<file path="config.mk">
export PLATFORM = sky130hd
export DESIGN_NAME = mul_reg_ctrl
export DESIGN_NICKNAME = d
export VERILOG_FILES = /design/src/rtl/mreg_pkg.sv /design/src/rtl/mul_reg_ctrl.sv
export SDC_FILE = /design/constraint.sdc
export NUM_CORES = 1
export LEC_CHECK = 0
export CAP_MARGIN = 20
export CELL_PAD_IN_SITES_DETAIL_PLACEMENT = 0
export CELL_PAD_IN_SITES_GLOBAL_PLACEMENT = 1
export CORE_AREA = 4 4 46 48
export CTS_CLUSTER_DIAMETER = 150
export CTS_CLUSTER_SIZE = 16
export DETAILED_ROUTE_END_ITERATION = 10
export DIE_AREA = 0 0 50 52
export GPL_ROUTABILITY_DRIVEN = 0
export PLACE_DENSITY_LB_ADDON = 0.05
export SYNTH_ARGS = -nofsm -noshare
export SYNTH_HDL_FRONTEND = slang
export SYNTH_SLANG_ARGS = --single-unit
</file>
<file path="constraint.sdc">
create_clock -name clk_i -period 2.29 [get_ports clk_i]
set_clock_uncertainty 0.2 [all_clocks]
set_input_delay 0.458 -clock clk_i [delete_from_list [all_inputs] [get_ports clk_i]]
set_output_delay 0.458 -clock clk_i [all_outputs]
set_load 0.03 [all_outputs]
</file>
<file path="src/rtl/mreg_pkg.sv">
// Shared definitions for the product register file and its sequencers.
package mreg_pkg;

    typedef enum logic [1:0] {
        IDLE  = 2'd0,
        RUN   = 2'd1,
        DRAIN = 2'd2,
        DONE  = 2'd3
    } mreg_state_e;

    // Storage depth for an N-tap PE: one product register per tap after the first.
    function automatic int mreg_depth(input int n);
        return n - 1;
    endfunction

    // Wrap-around increment; depth need not be a power of two.
    function automatic int ptr_inc(input int ptr, input int depth);
        return (ptr == depth - 1) ? 0 : ptr + 1;
    endfunction

endpackage

</file>
<file path="src/rtl/mul_reg_ctrl.sv">
// Circular-FIFO sequencer for mul_reg: write/read addressing, occupancy and
// start/last/done framing for the PE controller.
module mul_reg_ctrl
    import mreg_pkg::*;
#(
    parameter int N           = 3,
    parameter int ADDRS_WIDTH = $clog2(N - 1)
) (
    input  logic                   clk_i,
    input  logic                   mreg_rst_i,
    input  logic                   start_i,
    input  logic                   in_valid_i,
    input  logic                   in_last_i,
    output logic                   in_ready_o,
    input  logic                   out_ready_i,
    output logic                   out_valid_o,
    output logic                   mreg_wr_en_o,
    output logic [ADDRS_WIDTH-1:0] mreg_wr_addrs_o,
    output logic [ADDRS_WIDTH-1:0] mreg_rd_addrs_o,
    output logic [$clog2(N)-1:0]   count_o,
    output logic                   full_o,
    output logic                   empty_o,
    output logic                   busy_o,
    output logic                   done_o,
    output logic [1:0]             state_o
);

    localparam int DEPTH = mreg_depth(N);
    localparam int CW    = $clog2(N);
    localparam logic [CW-1:0] DEPTH_C = CW'(DEPTH);

    localparam logic [1:0] S_IDLE  = IDLE;
    localparam logic [1:0] S_RUN   = RUN;
    localparam logic [1:0] S_DRAIN = DRAIN;
    localparam logic [1:0] S_DONE  = DONE;

    logic [1:0]             state;
    logic [ADDRS_WIDTH-1:0] wr_ptr;
    logic [ADDRS_WIDTH-1:0] rd_ptr;
    logic [CW-1:0]          count;
    logic [CW-1:0]          count_next;
    logic                   push;
    logic                   pop;

    // A transfer happens on a side only in a cycle where valid and ready are
    // both high at the clock edge; neither side may make valid depend on ready.
    // in_ready_o looks at out_ready_i so a full buffer can accept a word in the
    // same cycle it hands the oldest one out.
    assign full_o      = (count == DEPTH_C);
    assign empty_o     = (count == '0);
    assign in_ready_o  = (state == S_RUN) & (!full_o | out_ready_i);
    assign out_valid_o = !empty_o & ((state == S_RUN) | (state == S_DRAIN));
    assign push        = in_valid_i & in_ready_o;
    assign pop         = out_valid_o & out_ready_i;

    assign mreg_wr_en_o    = push;
    assign mreg_wr_addrs_o = wr_ptr;
    assign mreg_rd_addrs_o = rd_ptr;
    assign count_o         = count;
    assign busy_o          = (state != S_IDLE);
    assign done_o          = (state == S_DONE);
    assign state_o         = state;

    always_comb begin
        count_next = count;
        if (push && !pop) begin
            count_next = count + CW'(1);
        end else if (pop && !push) begin
            count_next = count - CW'(1);
        end
    end

    always_ff @(posedge clk_i or posedge mreg_rst_i) begin
        if (mreg_rst_i) begin
            state  <= S_IDLE;
            wr_ptr <= '0;
            rd_ptr <= '0;
            count  <= '0;
        end else begin
            if (push) begin
                wr_ptr <= ADDRS_WIDTH'(ptr_inc(int'(wr_ptr), DEPTH));
            end
            if (pop) begin
                rd_ptr <= ADDRS_WIDTH'(ptr_inc(int'(rd_ptr), DEPTH));
            end
            count <= count_next;

            case (state)
                S_IDLE: begin
                    if (start_i) begin
                        state  <= S_RUN;
                        wr_ptr <= '0;
                        rd_ptr <= '0;
                        count  <= '0;
                    end
                end
                S_RUN: begin
                    if (push && in_last_i) begin
                        state <= S_DRAIN;
                    end
                end
                S_DRAIN: begin
                    if (count_next == '0) begin
                        state <= S_DONE;
                    end
                end
                default: begin
                    state <= S_IDLE;
                end
            endcase
        end
    end

endmodule

</file>
==> impl_results.md <==
- Top-level I/O count: 19
- Initial DRC Count: 9
- Start of the worst register-to-register path: state_o[0]$_DFFE_PP0P_
- Post-synth top cells: 10 x inv_1, 6 x dfrtp_1, 6 x ha_1, 6 x nand2_1, 4 x a21oi_1
- CTS tree: done
- Core area: 1710 um2
- First drt pass iteration count: 4
- CP Max Fanout: 3
- Largest net degree at the start of global routing: 7
- # setup viols final: 0
- Critical Path Sink: empty_o
- Critical Path Start: count_o[0]$_DFF_PP0_
- FF-to-FF path depth: 7
- Area Growth Syn to Fin: 68.0%
- Synthesized instance count: 51
- Post-route antenna net violation count: 0
- PwrDens: 1760 nW/um2
- Synth Net Count: 63
- CP arrival: 1.58 ns
- Total number of vias: 450
- Final Core Density: 0.469
- Worst Hold Class: input port to async pin
- Post-CTS setup buffer count: 0
- Tot Pwr: 1.41 mW
- H-tree levels: 1
- CP Buf/Inv Count: 2
- Max-Cap Viols: 0
- Dominant cell type by area after synthesis: dfrtp_1
- Slowest CP cell: clkdlybuf4s50_1
- Top cell type's share of synthesized area: 0.315
- DP Wirelength: 955 um
- Die outline area: 2600 um2
- Slew of the pin with the lowest slew margin: 0.315 ns
- Initial Util: 0.279
- Post-route DRC: 0
- Cell count after placement: 104
- Place WS: -0.0111 ns
- Startpoint Class: register
- CP max stage delay: 0.66 ns
- Count leader, synth: inv_1
- P_leak: 0.377 nW
- Slew HR: 0.790
- Final max-slew violation count: 0
- Share of cells above drive strength 1: 0.317
- Final wirelength: 1.11 mm
- Critical Path Stages: 3
- Vert. Die Dim: 52 um
- Reg2Reg Capture Point: state_o[1]$_DFFE_PP0P_
- Top Family by Delay on Critical Path: buffers and inverters
- Worst skew pair latency: 0.23 ns
- FMAX: 446 MHz
- EDFF count, synth: 0
- Final min period: 2.24 ns
- Peak VDD IR: 0.668 mV
- Yosys cell types: 22
- Antenna violations before repair: 0
- Routed len/inst: 10.4 um
- Hold Violations, Final: 0
- Final Cycle Share: 0.979
- First-pass GRT wire length: 1.88 mm
- Gr usage total: 0.0938
- Ant. Diodes: 0
- Total grt overflow: 0
- Top cells by area, synth: dfrtp_1 31%, ha_1 16%, inv_1 7.9%
- Num rows: 15
- Crit path cell chain: inv_1, ha_4, clkdlybuf4s50_1
- Die W: 50 um
- Worst setup margin: 0.0473 ns
- Syn Area/Cell: 9.35 um2
- Asr flop ratio synth: 1.00
- CTS clock-pin slew for the worst setup and hold paths: 0.04 ns
- RSZ-0062 raised after global routing: no
- Non-Filler Instances: 107
- Clock Tree Root: clkbuf_4
- # port buffers: 18
- Worst EP required: 1.63 ns
- Status: completed
- Final layout net count: 96
- PostCTS Resize Cnt: 2
- Vias in the first global route: 452
- Critical Path End Type: output port
- R2r setup slk: 0.20 ns
- Synth Register Bits: 6
- Sequential share of the synthesized area: 0.315
- Clk sinks: 6
- Cts hold-fix bufs: 0
- Via density: 4.21
- CTS buffer count: 3
- Post-Syn Area: 477 um2
- Post-synth top flop: dfrtp_1
- Setup Crit Path Kind: register to output port
- Max Root-Sink Buffers: 2
- Synth Warn #: 0
==> placed cells by master (no fill, tap or decap), types with 2 or more instances in the layout <==
master / n
clkdlybuf4s50_1: 13
buf_4: 12
inv_1: 10
nand2_1: 6
ha_1: 5
a21oi_1: 4
dfrtp_2: 4
clkbuf_4: 3
a31oi_1: 2
xnor2_1: 2
dfrtp_1: 2
dlygate4sd2_1: 2
==> where the power goes <==
| group | switching (mW) | internal, mW | total [mW] |
|---|---|---|---|
| registers | 0.0275 | 0.170 | 0.198 |
| logic | 0.614 | 0.507 | 1.12 |
| clock network | 0.0336 | 0.0590 | 0.0926 |
| total | 0.675 | 0.736 | 1.41 |
==> kinds of logic after synthesis <==
family	Yosys count	share of synthesized area
AOI/OAI and AO/OA	11	0.160
xor gates and xnor gates	3	0.0551
adders and majority gates	6	0.157
buffers and inverters	10	0.0787
DFF	6	0.315
muxes	1	0.0236
and+or+nand+nor	14	0.210
==> sequential cells by signal (all words and copies together) (netlist names) <==
name	flops
count_o	2
state_o	2
mreg_rd_addrs_o	1
mreg_wr_addrs_o	1
==> worst min path at each step <==
stage | end | slack [ns] | cells past startpoint
after global routing | mreg_wr_addrs_o$_DFF_PP0_ | 0.26 | 2
final | mreg_rd_addrs_o$_DFF_PP0_ | 0.24 | 2
after detailed placement | mreg_wr_addrs_o$_DFF_PP0_ | 0.36 | 2
after floorplan | mreg_rd_addrs_o$_DFF_PP0_ | 0.05 | 1
after CTS | mreg_wr_addrs_o$_DFF_PP0_ | 0.25 | 2
after global placement | mreg_wr_addrs_o$_DFF_PP0_ | 0.36 | 2
==> layer usage <==
layer | wire length, um | vias up | global-route usage
li1 | - | 234 | -
met1 | 543 | 198 | 0.122
met2 | 489 | 18 | 0.143
met3 | 79 | 0 | 0.0344
met4 | 0 | 0 | 0.0276
met5 | 0 | - | 0
==> through the flow <==
stage          setup TNS (ns)  area [um2]  hold WS, ns
6_report                    0         801        0.239
3_3_place_gp                0         778        0.363
5_1_grt                     0         801        0.263
4_1_cts                     0         798        0.247
2_1_floorplan               0         497       0.0487
3_5_place_dp          -0.0111         778        0.357
==> final cells by class <==
type | count | area, um2
Fill cell | 178 | 907
Multi-Input combinational cell | 35 | 304
Tap cell | 25 | 31.3
Clock buffer | 3 | 22.5
Inverter | 10 | 37.5
Timing Repair Buffer | 28 | 250
Sequential cell | 6 | 155
==> worst reg2reg max path: stages (launching register included) <==
cell      delay (ns)
dfrtp_2         0.39
inv_1           0.09
ha_1            0.26
nand3b_1        0.17
nand4_4         0.12
a41o_1          0.26
o21ai_2         0.14
mux2_1          0.33
(Power assumes the default switching activity.)
==> RTL edit: new RTL, same flow settings <==
Put one more register stage on the output `count_o`, cleared by the reset. The value now appears one clock later. The other outputs are not delayed to match.
--- a/src/rtl/mul_reg_ctrl.sv
+++ b/src/rtl/mul_reg_ctrl.sv
@@ -56,7 +56,13 @@
     assign mreg_wr_en_o    = push;
     assign mreg_wr_addrs_o = wr_ptr;
     assign mreg_rd_addrs_o = rd_ptr;
-    assign count_o         = count;
+    always_ff @(posedge clk_i or posedge mreg_rst_i) begin
+        if (mreg_rst_i) begin
+            count_o <= '0;
+        end else begin
+            count_o <= count;
+        end
+    end
     assign busy_o          = (state != S_IDLE);
     assign done_o          = (state == S_DONE);
     assign state_o         = state;
Behaviour: not the same (a bounded check fails within 4 cycles, from zero or initial values and one cycle with mreg_rst_i high).
==> RTL edit against the unedited design <==
- sequential cell count grew 2
- area after synthesis grew 10%
- global-route usage grew 2.2 points
- worst setup slack gained 0.059 ns
- cell area grew 2.2%
- sequential power grew 37%
- cell count grew 0.93%
- routed wire length grew 14%
- critical path depth grew 2
- count of clock-buffer cells in the layout grew 1
- register-to-register slack lost 0.06 ns
- largest cell class unchanged
- total power grew 2.3%
==> RTL edit: results (changes against the unedited design) <==
slew at the pin closest to its max-slew limit=0.358 ns (was 0.315 ns); global-route wire length before repair=2240 µm (was 1880 µm); drc violations=0 (unchanged); Post-synth top cells=inv_1, dfrtp_1, ha_1, nand2_1, a21oi_1 (unchanged); share of cells above drive strength 1=26.5% (was 31.7%); Post-Place Worst Slack=-0.0296 ns (was -0.0111 ns); Worst path max stage delay=0.45 ns (was 0.66 ns); status=complete, no violations (unchanged); CTS resizes=3 (was 2); CTS clk-pin slew, worst paths=0.06 ns (was 0.04 ns); H-Tree Depth=1 (unchanged); ys async rst share=100% (unchanged); Switch Pwr=697 µW (was 675 µW); Mapped Nets=65 (was 63); Slowest cell on crit path=clkdlybuf4s50_1 (unchanged); Clk Latency, worst-skew pair=0.26 ns (was 0.23 ns); Ant. Diodes=0 (unchanged); leakage=0.000390 µW (was 0.000377 µW); YS warnings=0 (unchanged); Initial DRC Count=6 (was 9); # setup viols final=0 (unchanged); largest net degree at the start of global routing=9 (was 7); post-placement cell area=796 µm² (was 778 µm²); Total Routed Length=1270 µm (was 1110 µm); Hold Crit Class=primary input to asynchronous set/reset pin (unchanged); HPWL after DPL=1050 µm (was 955 µm); port buffer count=18 (unchanged); Root Buffer=clkbuf_4 (unchanged); Max VDD drop=0.777 mV (was 0.668 mV); clk buf depth=2 (unchanged); synth top area cells=dfrtp_1, ha_1, inv_1 (unchanged); register area share after synthesis=38.0% (was 31.5%); TritonCTS Buffers=3 (unchanged); vias in the first global route=495 (was 452); arrival time worst endpoint=1.53 ns (was 1.58 ns); number of setup buffers added after CTS=0 (unchanged); Final nets=96 (unchanged); number of fill cells=182 (was 178); Tot GR Track Use=11.6% (was 9.38%); total number of vias=474 (was 450)
RTL edit: cell count changes in the layout (fill, tap and decap cells not counted), sizes merged:
cell,unedited run,this run
dlygate4sd2,2,3
dfrtp,6,8
clkdlybuf4s50,13,12
dlymetal6s2s,1,0
buf,12,11
clkbuf,3,4
RTL edit: logic make-up after synthesis:
| kind of cell | count (synthesis) | synth area share, % |
|---|---|---|
| xor gates and xnor gates | 3 | 4.99 |
| and+or+nand+nor | 14 | 19.0 |
| muxes | 1 | 2.14 |
| DFF | 8 | 38.0 |
| AOI/OAI and AO/OA | 11 | 14.5 |
| buffers and inverters | 10 | 7.13 |
| adders and majority gates | 6 | 14.3 |
RTL edit: area by class of cell:
class / count / area [µm²] / share of cell area (%)
Inverter: 10 / 37.5 / 4.59
Clock buffer: 4 / 26.3 / 3.21
Sequential cell: 8 / 203 / 24.8
Multi-Input combinational cell: 35 / 292 / 35.6
Tap cell: 25 / 31.3 / 3.82
Timing Repair Buffer: 26 / 229 / 28.0
RTL edit: worst max-delay path: cells and delay by family:
| kind | cells | cell delay, ns |
|---|---|---|
| buf+inv | 3 | 0.74 |
| simple gates | 2 | 0.32 |
RTL edit: worst paths after layout:
check | start | endpoint | slack [ns] | cells after the start
max in group asynchronous | mreg_rst_i | state_o[0] | 1.35 | 2
min in group clk_i | count[1] | count_o[1] | 0.29 | 0
worst min-delay path | mreg_rst_i | count[1] | 0.26 | 2
worst max register to register | state_o[0] | state_o[1] | 0.14 | 7
worst max-delay path | out_ready_i | in_ready_o | 0.11 | 5
worst min register to register | count[1] | count_o[1] | 0.29 | 0
RTL edit: per-layer routing:
| metal | global-route usage (%) | vias up | wire length [µm] |
|---|---|---|---|
| met5 | 0 | - | 0 |
| met4 | 6.91 | 0 | 12 |
| met3 | 2.01 | 2 | 75 |
| met2 | 18.3 | 16 | 590 |
| met1 | 14.8 | 215 | 595 |
| li1 | - | 241 | - |
RTL edit: power by group through the flow:
stage                     registers [µW]  logic [µW]  clock network [µW]
after floorplan                      376         585                   0
after global placement               274        1090                   0
after detailed placement             276        1080                   0
after CTS                            272        1060                 128
after global routing                 285        1140                 136
final                                271        1050                 124
RTL edit: through the flow:
stage / TNS [ns] / instances / power [µW]
after detailed placement: -0.0296 / 104 / 1360
after CTS: 0 / 108 / 1460
after global placement: 0 / 104 / 1360
after global routing: 0 / 108 / 1560
after floorplan: 0 / 53 / 961
final: 0 / 108 / 1440
